**src/rtl/turn_request_gen.sv**
```systemverilog
// Turn-request generator: accepts the current player's flip button, issues a
// card-flip request, waits for the compare result, holds a mismatched card on
// display, then strobes next_turn. A win freezes everything until reset.
module turn_request_gen #(
  parameter int HOLD_CYCLES    = 50_000_000,
  parameter int RESULT_TIMEOUT = 1_000_000
) (
  input  logic       clk,
  input  logic       rst,
  input  logic [1:0] N,
  input  logic [1:0] T,
  input  logic [3:0] btn,
  input  logic       match_valid,
  input  logic       match,
  input  logic       win,
  output logic       flip_req,
  output logic [1:0] flip_player,
  output logic       next_turn,
  output logic       err_turn,
  output logic       busy
);

  localparam int MAX_CNT = (HOLD_CYCLES > RESULT_TIMEOUT) ? HOLD_CYCLES : RESULT_TIMEOUT;
  localparam int CW      = $clog2(MAX_CNT) + 1;

  localparam logic [CW-1:0] HOLD_LOAD = CW'(HOLD_CYCLES - 1);
  localparam logic [CW-1:0] RES_LOAD  = CW'(RESULT_TIMEOUT - 1);

  typedef enum logic [2:0] {
    S_IDLE,
    S_WAIT_RESULT,
    S_HOLD,
    S_ADVANCE,
    S_SETTLE,
    S_DONE
  } state_t;

  state_t        state;
  logic [CW-1:0] cnt;
  logic [3:0]    btn_q;
  logic          armed;
  logic [3:0]    rise;
  logic          t_valid;
  logic          take;
  logic [3:0]    take_mask;
  logic          stray;

  // Button history. btn_q clears on reset; armed stays low for the first edge
  // after reset so a button held across reset release cannot look like a
  // fresh press (btn_q picks up the held level on that edge).
  always_ff @(posedge clk or posedge rst) begin
    if (rst) begin
      btn_q <= '0;
      armed <= 1'b0;
    end else begin
      btn_q <= btn;
      armed <= 1'b1;
    end
  end

  // Press decode: rising edges, current-player validity and stray presses.
  always_comb begin
    rise    = armed ? (btn & ~btn_q) : '0;
    t_valid = 1'b0;
    case (N)
      2'b00:   t_valid = (T < 2'd2);
      2'b01:   t_valid = (T < 2'd3);
      default: t_valid = 1'b1;
    endcase
    take      = rise[T] & t_valid;
    take_mask = take ? (4'b0001 << T) : '0;
    stray     = |(rise & ~take_mask);
  end

  // Turn sequencing FSM with registered strobes and a shared saturating counter.
  always_ff @(posedge clk or posedge rst) begin
    if (rst) begin
      state       <= S_IDLE;
      cnt         <= '0;
      flip_req    <= 1'b0;
      flip_player <= 2'b00;
      next_turn   <= 1'b0;
      err_turn    <= 1'b0;
      busy        <= 1'b0;
    end else begin
      flip_req  <= 1'b0;
      next_turn <= 1'b0;
      err_turn  <= 1'b0;
      if (win) begin
        // Win overrides every transition, including a pending ADVANCE.
        state <= S_DONE;
        cnt   <= '0;
        busy  <= 1'b0;
      end else begin
        case (state)
          S_IDLE: begin
            err_turn <= stray;
            if (take) begin
              flip_req    <= 1'b1;
              flip_player <= T;
              cnt         <= RES_LOAD;
              state       <= S_WAIT_RESULT;
              busy        <= 1'b1;
            end
          end
          S_WAIT_RESULT: begin
            if (match_valid) begin
              if (match) begin
                state <= S_IDLE;
                cnt   <= '0;
                busy  <= 1'b0;
              end else begin
                state <= S_HOLD;
                cnt   <= HOLD_LOAD;
              end
            end else if (cnt == '0) begin
              // No result in time: treated as a mismatch.
              state <= S_HOLD;
              cnt   <= HOLD_LOAD;
            end else begin
              cnt <= cnt - 1'b1;
            end
          end
          S_HOLD: begin
            if (cnt == '0) begin
              state <= S_ADVANCE;
            end else begin
              cnt <= cnt - 1'b1;
            end
          end
          S_ADVANCE: begin
            next_turn <= 1'b1;
            state     <= S_SETTLE;
          end
          S_SETTLE: begin
            state <= S_IDLE;
            busy  <= 1'b0;
          end
          S_DONE: begin
            busy <= 1'b0;
          end
          default: begin
            state <= S_IDLE;
            cnt   <= '0;
            busy  <= 1'b0;
          end
        endcase
      end
    end
  end

endmodule

```
**config.mk**
```make
export PLATFORM = sky130hd
export DESIGN_NAME = turn_request_gen
export DESIGN_NICKNAME = d
export VERILOG_FILES = /design/src/rtl/turn_request_gen.sv
export SDC_FILE = /design/constraint.sdc
export NUM_CORES = 1
export LEC_CHECK = 0
export ABC_AREA = 0
export CAP_MARGIN = 20
export CORE_MARGIN = 1
export CORE_UTILIZATION = 50
export DETAILED_ROUTE_END_ITERATION = 7
export HOLD_SLACK_MARGIN = 0.1
export PLACE_DENSITY = 0.73
export SYNTH_ARGS = -nofsm -noshare
export SYNTH_HDL_FRONTEND = slang
export SYNTH_SLANG_ARGS = --single-unit
```
**constraint.sdc**
```tcl
create_clock -name clk -period 2.3 [get_ports clk]
set_input_delay 0.575 -clock clk [delete_from_list [all_inputs] [get_ports clk]]
set_output_delay 0.575 -clock clk [all_outputs]
set_load 0.02 [all_outputs]
```
==> summary.md, run 1 <==
| Metric | Value |
|---|---|
| Maximum Capacitance Violations | `0` |
| Pre-Repair DR Iteration Count | `5` |
| Clock-pin transition on the worst setup and hold timing paths | `80 ps` |
| WP data arrival | `2760 ps` |
| Vias in the first global route | `2521` |
| Distinct cells, synth | `60` |
| Setup clock skew after layout | `9.63 ps` |
| Overall Power | `3.48 mW` |
| Worst Setup End Kind | `register` |
| Footprint of the flip-flops and latches | `1030 sq um` |
| Number of instances in the synthesized netlist | `305` |
| Share of the clock period used by the worst path after layout | `1.12` |
| Syn Area/Cell | `8.27 sq um` |
| Synthesized flop and latch total | `41` |
| Clock tree root driver cell | `clkbuf_8` |
| Highest fanout seen on the critical path | `13` |
| Status | `finished with violations` |
| Violated checks | `negative setup slack` |
| Total count of max-transition violations in the final report | `0` |
| CP Class | `register to register` |
| Global-route wire length before repair | `11400 microns` |
| I/O pin total | `19` |
| Power per cell area | `986 nW/um^2` |
| Port Buf Inserts | `18` |
| Die boundary width | `73.0 microns` |
| Area of the core | `4790 sq um` |
| Maximum VDD drop | `0.514 mV` |
| H-tree lvl count | `2` |
| Number of enable-type register cells in the synthesized netlist | `0` |
| Setup repair after global routing missed its margin | `true` |
| Area of the die | `5340 sq um` |
| Via density per instance | `5.98` |
| Proportion of synthesized flip-flops having asynchronous set or reset | `1.00` |
| Vias post-DR | `2715` |
| Total leakage power | `1.60 nW` |
| Clock tree from TritonCTS | `done` |
| Final setup fails | `27` |
| Filler instances | `351` |
| Count of nets after finishing | `403` |
| Post-synth top area share | `0.407` |
| Diode count | `0` |
| Top_reg_cell synth | `dfrtp_1` |
| Effective utilization at floorplan | `0.527` |
| Post-detailed-route DRC marker count | `0` |
| Antenna violations before repair | `0` |
| Share of the yosys chip area belonging to registers | `0.407` |
| Drt total wl | `7400 microns` |
| Nets in the synthesized netlist | `320` |
| Max clock buf depth | `2` |
| Number of hold-slack violations in the final timing report | `0` |
| CTS Buf Count | `5` |
| Data required time of the worst path | `2480 ps` |
| Worst-Margin Slew | `656 ps` |
| Critical path launch point type | `register` |
| Syn Std Cell Area | `2520 sq um` |
| Total Routing Usage GR | `0.282` |
| Worst relative slew slack | `0.560` |
| Pin count of the biggest net entering global routing | `26` |
| Height of the chip | `73.0 microns` |
| Worst slack at placement | `-357 ps` |
| Min Tclk post-route | `2580 ps` |
| Detail Route Antenna Nets | `0` |
| Maximum frequency from static timing analysis | `388 MHz` |
| Cell types occupying the most area after synthesis | `dfrtp_1 (41%), nor2_1 (5.7%), a21oi_1 (5.4%), o21ai_1 (4.8%), nand2_1 (3.6%)` |
| Dpl hpwl | `5210 microns` |
| Area overhead of the layout relative to synthesis | `39.7%` |
| Number of warnings reported in the yosys synthesis log | `0` |
| Placer congestion estimate | `0.977` |
| Fraction of layout instances using a drive strength above 1 | `0.292` |
| Worst-Skew Late Latency | `290 ps` |
| Multi-input gate area | `1530 sq um` |
| Routed length per placed instance | `16.3 microns` |
| # rows | `25` |
| Setup slack of the critical path after layout | `-280 ps` |
| Worst min-delay path class | `register to register` |
| First DRT Iteration DRCs | `151` |
| Yosys top cell by area | `dfrtp_1` |
| Sink Count | `41` |
| Leftover overflow at the end of global routing | `0` |
-- Yosys cell counts, types with 2 or more instances --
cell type  count
dfrtp_1       41
nor2_1        38
a21oi_1       27
nand2_1       24
o21ai_1       24
o21ai_0       15
nor3_1        13
inv_1         11
a31oi_1       10
clkbuf_1       9
nand2b_1       8
nor2b_1        7
nor4_1         7
o22a_1         4
o31ai_1        4
or4_1          4
a22o_1         3
o21a_1         3
a211oi_1       2
a21o_1         2
and3_1         2
buf_2          2
ha_1           2
nand2_2        2
nand3_1        2
o21bai_1       2
or2_2          2
or3_1          2
or4_4          2
-- per-layer routing --
metal  vias up  routed length [microns]  GRT usage
met2       124                     3500      0.458
met5         -                        0          0
met4         0                      221     0.0980
met3        27                      515     0.0456
met1      1275                     3170      0.382
li1       1289                        -          -
-- power breakdown --
part / switching (mW) / internal [mW]
sequential: 0.119 / 0.825
combinational: 1.06 / 1.02
clock: 0.246 / 0.200
-- registers in the layout, summed over array words and instances (netlist names) --
signal and count:
err_turn 1, flip_req 1, next_turn 1, state 3
btn_q 4, cnt 27, armed 1, busy 1
flip_player 2
-- layout by cell type, fill, tap and decap left out, types with 3 or more instances in the layout --
master            n
a21oi_2           6
nor3_1           13
nor2_1           37
nand2b_1          8
o21ai_0          13
o21a_1            3
a31oi_1          10
o31ai_1           4
nand2_1          23
a22o_1            3
clkbuf_8          5
clkdlybuf4s50_1  18
o21ai_1          24
o22a_1            4
nor2b_1           7
nor4_1            5
inv_1             8
or4_4             3
or4_1             3
buf_4            65
dfrtp_1          41
buf_12            3
a21oi_1          21
-- repair_timing --
item                                    4_1_cts  5_1_grt
pin swaps                                     9        9
setup buffers                                 4        6
endpoints found under the setup margin       28       29
hold buffers                                  0        0
cloned                                        0        1
resized for setup                             8       25
-- path summary, 6_finish.rpt --
check	start	to	slack [ps]	depth (start not counted)
max	cnt[1]	cnt[0]	-280	11
min	flip_player[0]	flip_player[0]	490	2
max reg2reg	cnt[1]	cnt[0]	-280	11
min reg2reg	flip_player[0]	flip_player[0]	490	2
max in group asynchronous	rst	cnt[17]	1210	3
min in group asynchronous	rst	flip_player[0]	600	2
-- kinds of logic (layout without fill, tap and decap cells) --
family          after synthesis  in the layout  synth area share
mux                           1              1           0.00446
buf+inv                      24            106            0.0412
fa+ha+maj                     2              2           0.00991
xor+xnor                      1              1           0.00347
other cells                   1              1           0.00149
simple gates                121            121             0.246
flops                        41             41             0.407
compound gates              114            114             0.287
-- final cells by class --
| type | count | share of cell area |
|---|---|---|
| clock buffer | 5 | 0.0195 |
| tap | 67 | 0.0238 |
| timing repair buffer | 89 | 0.220 |
| sequential | 41 | 0.291 |
| inverter | 11 | 0.0117 |
| clock inverter | 1 | 0.00142 |
| multi-input combinational | 240 | 0.433 |
-- stage by stage --
| stage | instance area [sq um] | hold WS (ps) | utilization | TNS (ps) | cells |
|---|---|---|---|---|---|
| finish | 3530 | 491 | 0.737 | -5290 | 454 |
| global route | 3530 | 519 | 0.737 | -7860 | 454 |
| CTS | 3350 | 494 | 0.700 | -4770 | 447 |
| detailed placement | 3200 | 471 | 0.670 | -7730 | 437 |
| global placement | 3200 | 467 | 0.670 | -6010 | 437 |
| floorplan | 2530 | 471 | - | -425 | 305 |
-- worst max-delay path, stage by stage (launching register included) --
cell,delay [ps]
dfrtp_1,400
inv_2,60
ha_1,130
or4b_4,470
buf_4,160
nor4_4,180
and3_4,240
nor3b_4,240
o21ba_4,200
buf_12,150
nor2_1,50
a22o_1,190
Note: power is estimated with default switching activity, not from simulation.
==> run 2: changes to the inputs <==
Settings changed: CAP_MARGIN 20 to 30, CORE_MARGIN 1 to not set, TNS_END_PERCENT set to 30.
==> run 2 against run 1 <==
Register-to-register slack worse by 30 ps. Clock skew is 3.0 ps lower. The flow still finishes with violations (negative setup slack). Critical endpoint is now cnt[15]. Highest routed layer unchanged. Worst hold slack better by 3.0 ps. Sequential share of layout area is 0.62 points higher. Cell area is 2.1% lower.
==> summary.md, run 2 (synthesis results as in run 1) <==
| Metric | Value |
|---|---|
| Area of the die | `5340 sq um` |
| Worst-Margin Slew | `694 ps` |
| Maximum VDD drop | `0.679 mV` |
| Area of the core | `4790 sq um` |
| Clock tree from TritonCTS | `done` |
| Worst hold margin | `494 ps` |
| Filler instances | `361` |
| Non-filler cells, final | `451` |
| Overall Power | `3.46 mW` |
| # rows | `25` |
| CTS Buf Count | `5` |
| Maximum frequency from static timing analysis | `384 MHz` |
| Dpl hpwl | `5300 microns` |
| Port Buf Inserts | `18` |
| Die boundary width | `73.0 microns` |
| H-tree lvl count | `2` |
| First DRT Iteration DRCs | `242` |
| Relative contribution of sequential cells to total power | `0.274` |
| Clock-pin transition on the worst setup and hold timing paths | `70 ps` |
| Placed Cells incl. Taps | `438` |
| Fraction of layout instances using a drive strength above 1 | `0.271` |
| Final setup fails | `28` |
| Violated checks | `negative setup slack` |
| Highest fanout seen on the critical path | `8` |
| Worst Setup End Kind | `register` |
| Detail Route Antenna Nets | `0` |
| Data required time of the worst path | `2480 ps` |
| Worst relative slew slack | `0.535` |
| Placer congestion estimate | `0.932` |
| Effective utilization at floorplan | `0.527` |
| Largest register FFs | `27` |
| Register bank with the most flops | `cnt` |
| I/O pin total | `19` |
| Pre-Repair DR Iteration Count | `6` |
| Largest registers | `cnt x27, btn_q x4, state x3` |
| Area overhead of the layout relative to synthesis | `36.8%` |
| NetSw | `1.41 mW` |
| Sink Count | `41` |
| Diode count | `0` |
| Internal power of the cells | `2.05 mW` |
| Power per cell area | `1000 nW/um^2` |
| Global-route wire length before repair | `11900 microns` |
| Height of the chip | `73.0 microns` |
| Most common cell after layout, fill and taps aside | `buf_4` |
| Comb pwr share | `0.589` |
| Drt total wl | `7480 microns` |
| Total Routing Usage GR | `0.291` |
| Share of the clock period used by the worst path after layout | `1.13` |
| Post-detailed-route DRC marker count | `0` |
| Leftover overflow at the end of global routing | `0` |
| Maximum Capacitance Violations | `0` |
| Max clock buf depth | `2` |
| Min Tclk post-route | `2610 ps` |
| Total leakage power | `1.56 nW` |
| Antenna violations before repair | `0` |
| Setup clock skew after layout | `6.64 ps` |
| Fraction of power consumed by the clock network | `0.137` |
| Number of hold-slack violations in the final timing report | `0` |
| Post-route core utilization | `0.721` |
| Non-Filler Cell Area, Final | `3450 sq um` |
| Vias in the first global route | `2521` |
| Worst-Skew Late Latency | `290 ps` |
| Setup repair after global routing missed its margin | `true` |
| Placed instance area | `3190 sq um` |
| Multi-input gate area | `1510 sq um` |
| Routed length per placed instance | `16.6 microns` |
| Via density per instance | `5.88` |
| Pin count of the biggest net entering global routing | `21` |
| CP Class | `register to register` |
| WP data arrival | `2790 ps` |
| Most frequent cells in the layout | `buf_4 (64), dfrtp_1 (41), nor2_1 (38)` |
| Worst min-delay path class | `register to register` |
| Clock tree root driver cell | `clkbuf_8` |
| Status | `finished with violations` |
| Footprint of the flip-flops and latches | `1030 sq um` |
| Switching power share of the total | `0.408` |
| Count of nets after finishing | `399` |
| Setup slack of the critical path after layout | `-307 ps` |
| Critical path launch point type | `register` |
| Total count of max-transition violations in the final report | `0` |
| Vias post-DR | `2653` |
==> run 2: power by group through the flow <==
stage | combinational [mW] | clock [mW] | sequential, mW
finish | 2.04 | 0.473 | 0.949
global route | 2.19 | 0.507 | 0.965
CTS | 1.83 | 0.478 | 0.939
detailed placement | 1.73 | 0 | 0.947
global placement | 1.69 | 0 | 0.940
floorplan | 1.04 | 0 | 0.934
==> run 2: metal layers <==
layer,vias to the layer above,track usage,share of wire
met5,-,0,0
met4,0,0.100,0.020
met3,15,0.0456,0.063
met2,109,0.444,0.47
met1,1255,0.419,0.45
li1,1274,-,-
==> run 2: through the flow <==
stage	setup slack, ps	TNS (ps)
floorplan	-64.9	-411
global placement	-319	-6740
detailed placement	-377	-8270
CTS	-228	-3050
global route	-391	-7970
finish	-307	-5360
==> run 2: cell type report <==
cell class | instances | area share
well taps | 67 | 0.0243
repair buffers | 85 | 0.203
flip-flops and latches | 41 | 0.297
clock buffers | 7 | 0.0250
multi-input cells | 240 | 0.438
inverters | 11 | 0.0120
==> run 2: path summary, 6_finish.rpt <==
check	cells after the start	slack [ps]	from	endpoint
setup reg to reg	11	-310	cnt[0]	cnt[15]
hold / removal	2	490	flip_player[0]	flip_player[0]
hold reg to reg	2	490	flip_player[0]	flip_player[0]
min in group asynchronous	2	610	rst	flip_player[1]
setup / recovery	11	-310	cnt[0]	cnt[15]
max in group asynchronous	3	1130	rst	cnt[26]
==> run 2: worst max-delay path, cell delays in order (launching register included) <==
cell	delay [ps]
dfrtp_1	390
inv_2	80
ha_4	120
or4b_4	460
buf_4	170
nor4_4	180
and3_4	240
nor3b_4	220
o21bai_1	150
buf_4	200
o21a_1	110
o22a_1	170
==> run 2: timing repair <==
item                       CTS  global route
resized for setup           14            16
setup buffers                4             2
pin swaps                    3             6
setup endpoints to repair   28            29
hold buffers                 0             0
